[config.mk]
export PLATFORM = sky130hd
export DESIGN_NAME = fetch_redirect_unit
export DESIGN_NICKNAME = d
export VERILOG_FILES = /design/src/rtl/fetch_redirect_unit_pkg.sv /design/src/rtl/fetch_redirect_unit_sel.sv /design/src/rtl/fetch_redirect_unit.sv
export SDC_FILE = /design/constraint.sdc
export NUM_CORES = 1
export LEC_CHECK = 0
export CORE_MARGIN = 3
export CORE_UTILIZATION = 45
export DETAILED_ROUTE_END_ITERATION = 7
export PLACE_DENSITY = 0.79
export RECOVER_POWER = 25
export SLEW_MARGIN = 20
export SYNTH_ARGS = -nofsm -noshare
export SYNTH_HDL_FRONTEND = slang
export SYNTH_SLANG_ARGS = --single-unit
[constraint.sdc]
create_clock -name clk_in -period 3.5 [get_ports clk_in]
set_input_delay 0.7 -clock clk_in [delete_from_list [all_inputs] [get_ports clk_in]]
set_output_delay 0.7 -clock clk_in [all_outputs]
set_load 0.01 [all_outputs]
[src/rtl/fetch_redirect_unit_pkg.sv]
// Shared fetch-stage definitions: FSM encodings,
// reset PC default and redirect-source codes.
package fetch_redirect_unit_pkg;

  localparam logic [31:0] RESET_PC_DEF = 32'h0000_0000;

  typedef enum logic [1:0] {
    ST_BOOT,
    ST_RUN,
    ST_PEND
  } fsm_state_e;

  typedef enum logic [1:0] {
    SRC_NONE,
    SRC_TRAP,
    SRC_MRET,
    SRC_BRANCH
  } redir_src_e;

endpackage

[src/rtl/fetch_redirect_unit_sel.sv]
// Redirect priority mux with target alignment check.
// Trap beats mret beats branch.
module fetch_redirect_unit_sel
  import fetch_redirect_unit_pkg::*;
#(
  parameter int unsigned ADDR_W = 32
) (
  input  logic              trap_i,
  input  logic [ADDR_W-1:0] trap_vec_i,
  input  logic              mret_i,
  input  logic [ADDR_W-1:0] epc_i,
  input  logic              branch_i,
  input  logic              jalr_i,
  input  logic [ADDR_W-1:0] target_i,
  output redir_src_e        src_o,
  output logic [ADDR_W-1:0] tgt_o,
  output logic              misaligned_o
);

  always_comb begin
    src_o = SRC_NONE;
    tgt_o = '0;
    priority case (1'b1)
      trap_i: begin
        src_o = SRC_TRAP;
        tgt_o = {trap_vec_i[ADDR_W-1:2], 2'b00};
      end
      mret_i: begin
        src_o = SRC_MRET;
        tgt_o = {epc_i[ADDR_W-1:2], 2'b00};
      end
      branch_i: begin
        src_o = SRC_BRANCH;
        tgt_o = jalr_i ? {target_i[ADDR_W-1:1], 1'b0}
                       : target_i;
      end
      default: ;
    endcase
    misaligned_o = (src_o == SRC_BRANCH)
                && (tgt_o[1:0] != 2'b00);
  end

endmodule

[src/rtl/fetch_redirect_unit.sv]
// Fetch PC owner: imem request side, redirect
// handling with deferral across wait states.
module fetch_redirect_unit
  import fetch_redirect_unit_pkg::*;
#(
  parameter int unsigned ADDR_W = 32,
  parameter logic [ADDR_W-1:0] RESET_PC =
    ADDR_W'(RESET_PC_DEF)
) (
  input  logic              clk_in,
  input  logic              rst_n_in,
  input  logic              branch_taken_in,
  input  logic              jalr_in,
  input  logic [ADDR_W-1:0] target_addr_in,
  input  logic              trap_taken_in,
  input  logic [ADDR_W-1:0] trap_vector_in,
  input  logic              mret_in,
  input  logic [ADDR_W-1:0] epc_in,
  input  logic              stall_in,
  input  logic              imem_ready_in,
  output logic              imem_req_out,
  output logic [ADDR_W-1:0] imem_addr_out,
  output logic [ADDR_W-1:0] pc_out,
  output logic [ADDR_W-1:0] pc_plus4_out,
  output logic              instr_valid_out,
  output logic              flush_out,
  output logic              misaligned_instr_out,
  output logic [ADDR_W-1:0] misaligned_addr_out
);

  fsm_state_e        state_q, state_d;
  logic [ADDR_W-1:0] pc_q, pc_d;
  logic [ADDR_W-1:0] pend_pc_q, pend_pc_d;
  logic              flush_q, flush_d;
  logic              mis_q, mis_d;
  logic [ADDR_W-1:0] mis_addr_q, mis_addr_d;

  redir_src_e        src;
  logic [ADDR_W-1:0] tgt;
  logic              misaligned;
  logic              redir_ok;
  logic              valid;

  fetch_redirect_unit_sel #(
    .ADDR_W(ADDR_W)
  ) u_sel (
    .trap_i      (trap_taken_in),
    .trap_vec_i  (trap_vector_in),
    .mret_i      (mret_in),
    .epc_i       (epc_in),
    .branch_i    (branch_taken_in),
    .jalr_i      (jalr_in),
    .target_i    (target_addr_in),
    .src_o       (src),
    .tgt_o       (tgt),
    .misaligned_o(misaligned)
  );

  assign redir_ok = (src != SRC_NONE) && !misaligned;

  // Advance only on a consumed fetch so the
  // flushed slot refetches the redirect target.
  assign valid = (state_q == ST_RUN)
              && imem_ready_in
              && (src == SRC_NONE)
              && !flush_q;

  always_comb begin
    state_d    = state_q;
    pc_d       = pc_q;
    pend_pc_d  = pend_pc_q;
    flush_d    = 1'b0;
    mis_d      = 1'b0;
    mis_addr_d = '0;
    unique case (state_q)
      ST_BOOT: state_d = ST_RUN;
      ST_RUN: begin
        if (redir_ok) begin
          flush_d = 1'b1;
          if (imem_ready_in) begin
            pc_d = tgt;
          end else begin
            pend_pc_d = tgt;
            state_d   = ST_PEND;
          end
        end else if (valid && !stall_in) begin
          pc_d = pc_q + ADDR_W'(4);
        end
      end
      ST_PEND: begin
        if (redir_ok) begin
          pend_pc_d = tgt;
          flush_d   = 1'b1;
          if (imem_ready_in) begin
            pc_d    = tgt;
            state_d = ST_RUN;
          end
        end else if (imem_ready_in) begin
          pc_d    = pend_pc_q;
          state_d = ST_RUN;
        end
      end
      default: state_d = ST_BOOT;
    endcase
    if (state_q != ST_BOOT && misaligned) begin
      mis_d      = 1'b1;
      mis_addr_d = tgt;
    end
  end

  always_ff @(posedge clk_in or negedge rst_n_in) begin
    if (!rst_n_in) begin
      state_q    <= ST_BOOT;
      pc_q       <= RESET_PC;
      pend_pc_q  <= '0;
      flush_q    <= 1'b0;
      mis_q      <= 1'b0;
      mis_addr_q <= '0;
    end else begin
      state_q    <= state_d;
      pc_q       <= pc_d;
      pend_pc_q  <= pend_pc_d;
      flush_q    <= flush_d;
      mis_q      <= mis_d;
      mis_addr_q <= mis_addr_d;
    end
  end

  assign imem_req_out         = (state_q != ST_BOOT);
  assign imem_addr_out        = pc_q;
  assign pc_out               = pc_q;
  assign pc_plus4_out         = pc_q + ADDR_W'(4);
  assign instr_valid_out      = valid;
  assign flush_out            = flush_q;
  assign misaligned_instr_out = mis_q;
  assign misaligned_addr_out  = mis_addr_q;

endmodule

==> flow_results.xml <==
<?xml version="1.0" encoding="UTF-8"?>
<metrics>
  <group name="layout">
    <metric name="postLayoutCellArea" unit="µm²">9020</metric>
    <metric name="final_layout_size_suffix_gt1_share" unit="%">10.3</metric>
    <metric name="flow.area_growth_from_synthesis" unit="%">45.1</metric>
    <metric name="finish.utilization" unit="%">67.6</metric>
    <metric name="final_nets" unit="">1028</metric>
    <metric name="antenna_cells_inserted" unit="">0</metric>
  </group>
  <group name="synthesis">
    <metric name="synth_compound_gate_area_share" unit="%">24.5</metric>
    <metric name="synth.net_count" unit="">827</metric>
    <metric name="synth_seq_area_share" unit="%">40.3</metric>
    <metric name="synth_adder_area_share" unit="%">1.01</metric>
    <metric name="synthesis_stage_register_bit_count" unit="">100</metric>
    <metric name="synth-xor-area-share" unit="%">3.95</metric>
    <metric name="synth_largest_area_cell" unit="">dfrtp_1</metric>
    <metric name="yosys.area.top_type_share" unit="%">40.3</metric>
    <metric name="synth_area" unit="µm²">6210</metric>
    <metric name="synthesis.yosys.warnings" unit="">0</metric>
    <metric name="syn_inst_count" unit="">718</metric>
    <metric name="dominant_combinational_cell_family_by_area_after_synthesis" unit="">compound AO/OA/AOI/OAI gates</metric>
    <metric name="synth_cell_type_count" unit="">64</metric>
    <metric name="synth.mux.area_fraction" unit="%">1.71</metric>
    <metric name="synthesis.area_per_instance" unit="µm²">8.66</metric>
    <metric name="async_reset_ff_share" unit="%">100</metric>
    <metric name="synth-main-ff-cell" unit="">dfrtp_1</metric>
    <metric name="ys_top_cells_by_area" unit="">dfrtp_1 40%, o21ai_0 5.4%, nand2_1 5.2%, buf_4 4.3%, a21oi_1 3.5%</metric>
    <metric name="yosys.area_share.simple" unit="%">19.4</metric>
    <metric name="synth_enable_flop_cells" unit="">0</metric>
  </group>
  <group name="timing">
    <metric name="grt_setup_unrepaired" unit="">no</metric>
    <metric name="timing_hold_violations_final" unit="">0</metric>
    <metric name="timing.slew.headroom" unit="%">10.1</metric>
    <metric name="slew_viol_final" unit="">0</metric>
    <metric name="finalCritPeriodShare" unit="%">95.2</metric>
    <metric name="skew" unit="ns">0.00595</metric>
    <metric name="post-route-worst-setup-slack" unit="ns">0.167</metric>
    <metric name="max_slew.worst_pin.slew" unit="ns">1.35</metric>
    <metric name="final_period_minus_worst_setup_slack" unit="ns">3.33</metric>
    <metric name="setup-violations-final" unit="">0</metric>
    <metric name="fmax" unit="MHz">300</metric>
    <metric name="setup_total_negative_slack" unit="ns">0</metric>
  </group>
  <group name="job">
    <metric name="cap_viol_max_count" unit="">0</metric>
  </group>
  <group name="pwr">
    <metric name="max-vdd-ir-drop" unit="mV">0.391</metric>
    <metric name="p_total" unit="W">0.00693</metric>
    <metric name="static_leakage" unit="nW">3.69</metric>
    <metric name="power.density" unit="nW/µm²">768</metric>
  </group>
  <group name="drt">
    <metric name="detail_routed_net_length_per_standard_cell" unit="µm">20.4</metric>
    <metric name="route.vias.total" unit="">6495</metric>
    <metric name="dr_wl_met2" unit="mm">10.4</metric>
    <metric name="met1Wirelength" unit="mm">9.60</metric>
    <metric name="detail_route.wirelength" unit="mm">22.5</metric>
    <metric name="detailroute.wirelength.met3" unit="mm">2.11</metric>
    <metric name="dr.pass1.iters" unit="">5</metric>
    <metric name="number_of_violations_reported_at_the_end_of_detailed_routing_iteration_0" unit="">519</metric>
    <metric name="number_of_nets_with_antenna_violations_after_detailed_routing" unit="">0</metric>
    <metric name="drc" unit="">0</metric>
    <metric name="via_per_inst" unit="">5.90</metric>
    <metric name="top_layer_used_by_detailed_routing" unit="">met4</metric>
  </group>
  <group name="critical_path">
    <metric name="cp-startpoint" unit="">imem_addr_out[16]</metric>
    <metric name="crit_fanout" unit="">7</metric>
    <metric name="rrSetupSlack" unit="ns">1.29</metric>
    <metric name="worstRegToRegCells" unit="">6</metric>
    <metric name="r2r_end" unit="">pend_pc_q[11]</metric>
    <metric name="rr_startpoint" unit="">state_q[0]</metric>
    <metric name="worstPathArrival" unit="ns">2.63</metric>
    <metric name="critPathRequiredTime" unit="ns">2.80</metric>
    <metric name="setup.worst_path.end" unit="">pc_plus4_out[31]</metric>
    <metric name="worst_setup_path_end_kind" unit="">output pin</metric>
    <metric name="timing.critical_path.from_type" unit="">flop</metric>
    <metric name="setup.worst_path.class" unit="">reg -&gt; out</metric>
  </group>
  <group name="die">
    <metric name="ioPinCount" unit="">236</metric>
    <metric name="floorplan.initialDensity" unit="%">46.6</metric>
    <metric name="die_height" unit="µm">124</metric>
    <metric name="die_area" unit="µm²">15300</metric>
    <metric name="core" unit="µm²">13300</metric>
    <metric name="dieWidth" unit="µm">124</metric>
    <metric name="rows" unit="">42</metric>
  </group>
  <group name="global_route">
    <metric name="grt_util_all_layers" unit="%">29.3</metric>
    <metric name="grt_remaining_overflow" unit="">0</metric>
    <metric name="grt_max_degree" unit="">52</metric>
    <metric name="via_count_of_the_first_global_routing_pass" unit="">6189</metric>
    <metric name="grt_antenna_before_repair" unit="">0</metric>
    <metric name="wire_length_of_the_first_global_routing_pass" unit="mm">34.3</metric>
  </group>
  <group name="clock_network">
    <metric name="clkSinkCount" unit="">100</metric>
    <metric name="clock_insertion_delay_at_the_later_pin_of_the_skew_report" unit="ns">0.35</metric>
    <metric name="cts_htree_levels" unit="">3</metric>
    <metric name="tritoncts" unit="">yes</metric>
    <metric name="clock_tree.buffer_depth" unit="">2</metric>
    <metric name="numCtsBuffers" unit="">9</metric>
    <metric name="cts-hold-fix-buffers" unit="">0</metric>
    <metric name="worst_setup_hold_path_clk_slew" unit="ns">0.07</metric>
    <metric name="cts.root.buffer_cell" unit="">clkbuf_16</metric>
  </group>
  <group name="placement">
    <metric name="placement.io_buffers" unit="">231</metric>
    <metric name="dp_worst_setup_slack" unit="ns">0.170</metric>
    <metric name="dpl_cell_area" unit="µm²">8610</metric>
    <metric name="globalplace.congestion" unit="">0.956</metric>
    <metric name="dp_hpwl" unit="mm">16.7</metric>
  </group>
  <group name="hold_path">
    <metric name="hold_path.class" unit="">in -&gt; async</metric>
  </group>
  <group name="run_status">
    <metric name="status" unit="">complete, no violations</metric>
  </group>
</metrics>
[registers in the layout, summed over array words and instances, names as in the netlist]
signal and flops:
misaligned_addr_out 32, misaligned_instr_out 1, imem_addr_out 32, pend_pc_q 32
state_q 2, flush_out 1
[critical path, cell delays in order (launching register included)]
cell             delay (ns)
dfrtp_2                0.43
nand3_1                0.14
or4_4                  0.57
nor4_2                 0.42
xnor2_1                0.16
clkdlybuf4s50_1        0.55
[final cells by class]
cell class | instances | area (µm²)
multi-input cells | 506 | 3190
flip-flops and latches | 100 | 2510
clock buffers | 11 | 233
repair buffers | 281 | 2700
fillers | 1122 | 4330
inverters | 21 | 78.8
clock inverters | 5 | 85.1
well taps | 176 | 220
[routing by layer]
metal  vias up  track usage, %
li1       2963               -
met1      3141            42.0
met2       362            44.6
met3        29            5.81
met4         0            9.00
met5         -               0
[how the worst min path moves through the flow]
stage                  startpoint           endpoint  slack (ns)  cells past startpoint
floorplan                rst_n_in          flush_out        0.40                      0
global placement    pend_pc_q[23]      pend_pc_q[23]        0.46                      2
detailed placement  pend_pc_q[21]      pend_pc_q[21]        0.47                      2
CTS                      rst_n_in  imem_addr_out[18]        0.40                      1
global route             rst_n_in  imem_addr_out[18]        0.40                      1
finish                   rst_n_in  imem_addr_out[18]        0.36                      1
[kinds of logic after synthesis]
kind of cell	count (synthesis)
flip-flops	100
buffers and inverters	112
AO/OA/AOI/OAI	226
adder cells (fa/ha/maj)	5
multiplexers	10
AND/OR/NAND/NOR	237
XOR/XNOR	28
[cells in the final DEF (no fill, tap or decap), types with 4 or more instances in the layout]
master           Yosys  routed
clkdlybuf4s50_1      0     225
dfrtp_1            100      94
nand2_1             86      85
o21ai_0             67      66
buf_4               36      49
nor2_1              43      43
a21oi_1             43      42
xnor2_1             20      20
inv_1               19      19
nand3_1             19      19
nand3b_1            18      18
o2bb2ai_1           16      16
o211ai_1            14      14
nand4_1             12      12
a2bb2oi_1           11      11
clkbuf_16            0       9
and2_1               8       8
nor4_1               9       8
xor2_1               8       8
nor3_1               8       8
nor2b_1              8       8
a221o_1              8       8
nand2b_1             8       8
o22ai_1              8       8
a221oi_1             6       6
dfrtp_2              0       6
o22a_1               5       5
mux2_2               5       5
mux2i_1              5       5
ha_1                 5       5
or4_4                4       4
and3_1               4       4
a22o_1               4       4
o211a_1              4       4
o31ai_1              4       4
dlymetal6s2s_1       0       4
[where the power goes]
group | internal [W] | switching, W
Clock | 0.000632 | 0.000460
Combinational | 0.00193 | 0.00197
Sequential | 0.00155 | 0.000393
Total | 0.00411 | 0.00282
[synth_stat cells, types with 9 or more instances]
cell / instances
a21oi_1: 43
a2bb2oi_1: 11
buf_4: 36
clkbuf_1: 44
dfrtp_1: 100
inv_1: 19
nand2_1: 86
nand3_1: 19
nand3b_1: 18
nand4_1: 12
nor2_1: 43
nor4_1: 9
o211ai_1: 14
o21ai_0: 67
o2bb2ai_1: 16
xnor2_1: 20
[stage by stage]
stage / std cells / hold slack (ns)
floorplan: 718 / 0.404
global placement: 1075 / 0.457
detailed placement: 1075 / 0.466
CTS: 1095 / 0.396
global route: 1100 / 0.404
finish: 1100 / 0.360
[what timing repair did]
item / 4_1_cts / 5_1_grt
buffers inserted: 4 / 5
pin swaps: 1 / 1
setup endpoints to repair: 5 / 5
gates resized for setup: 8 / 7
Note: power is estimated with default switching activity, not from simulation.
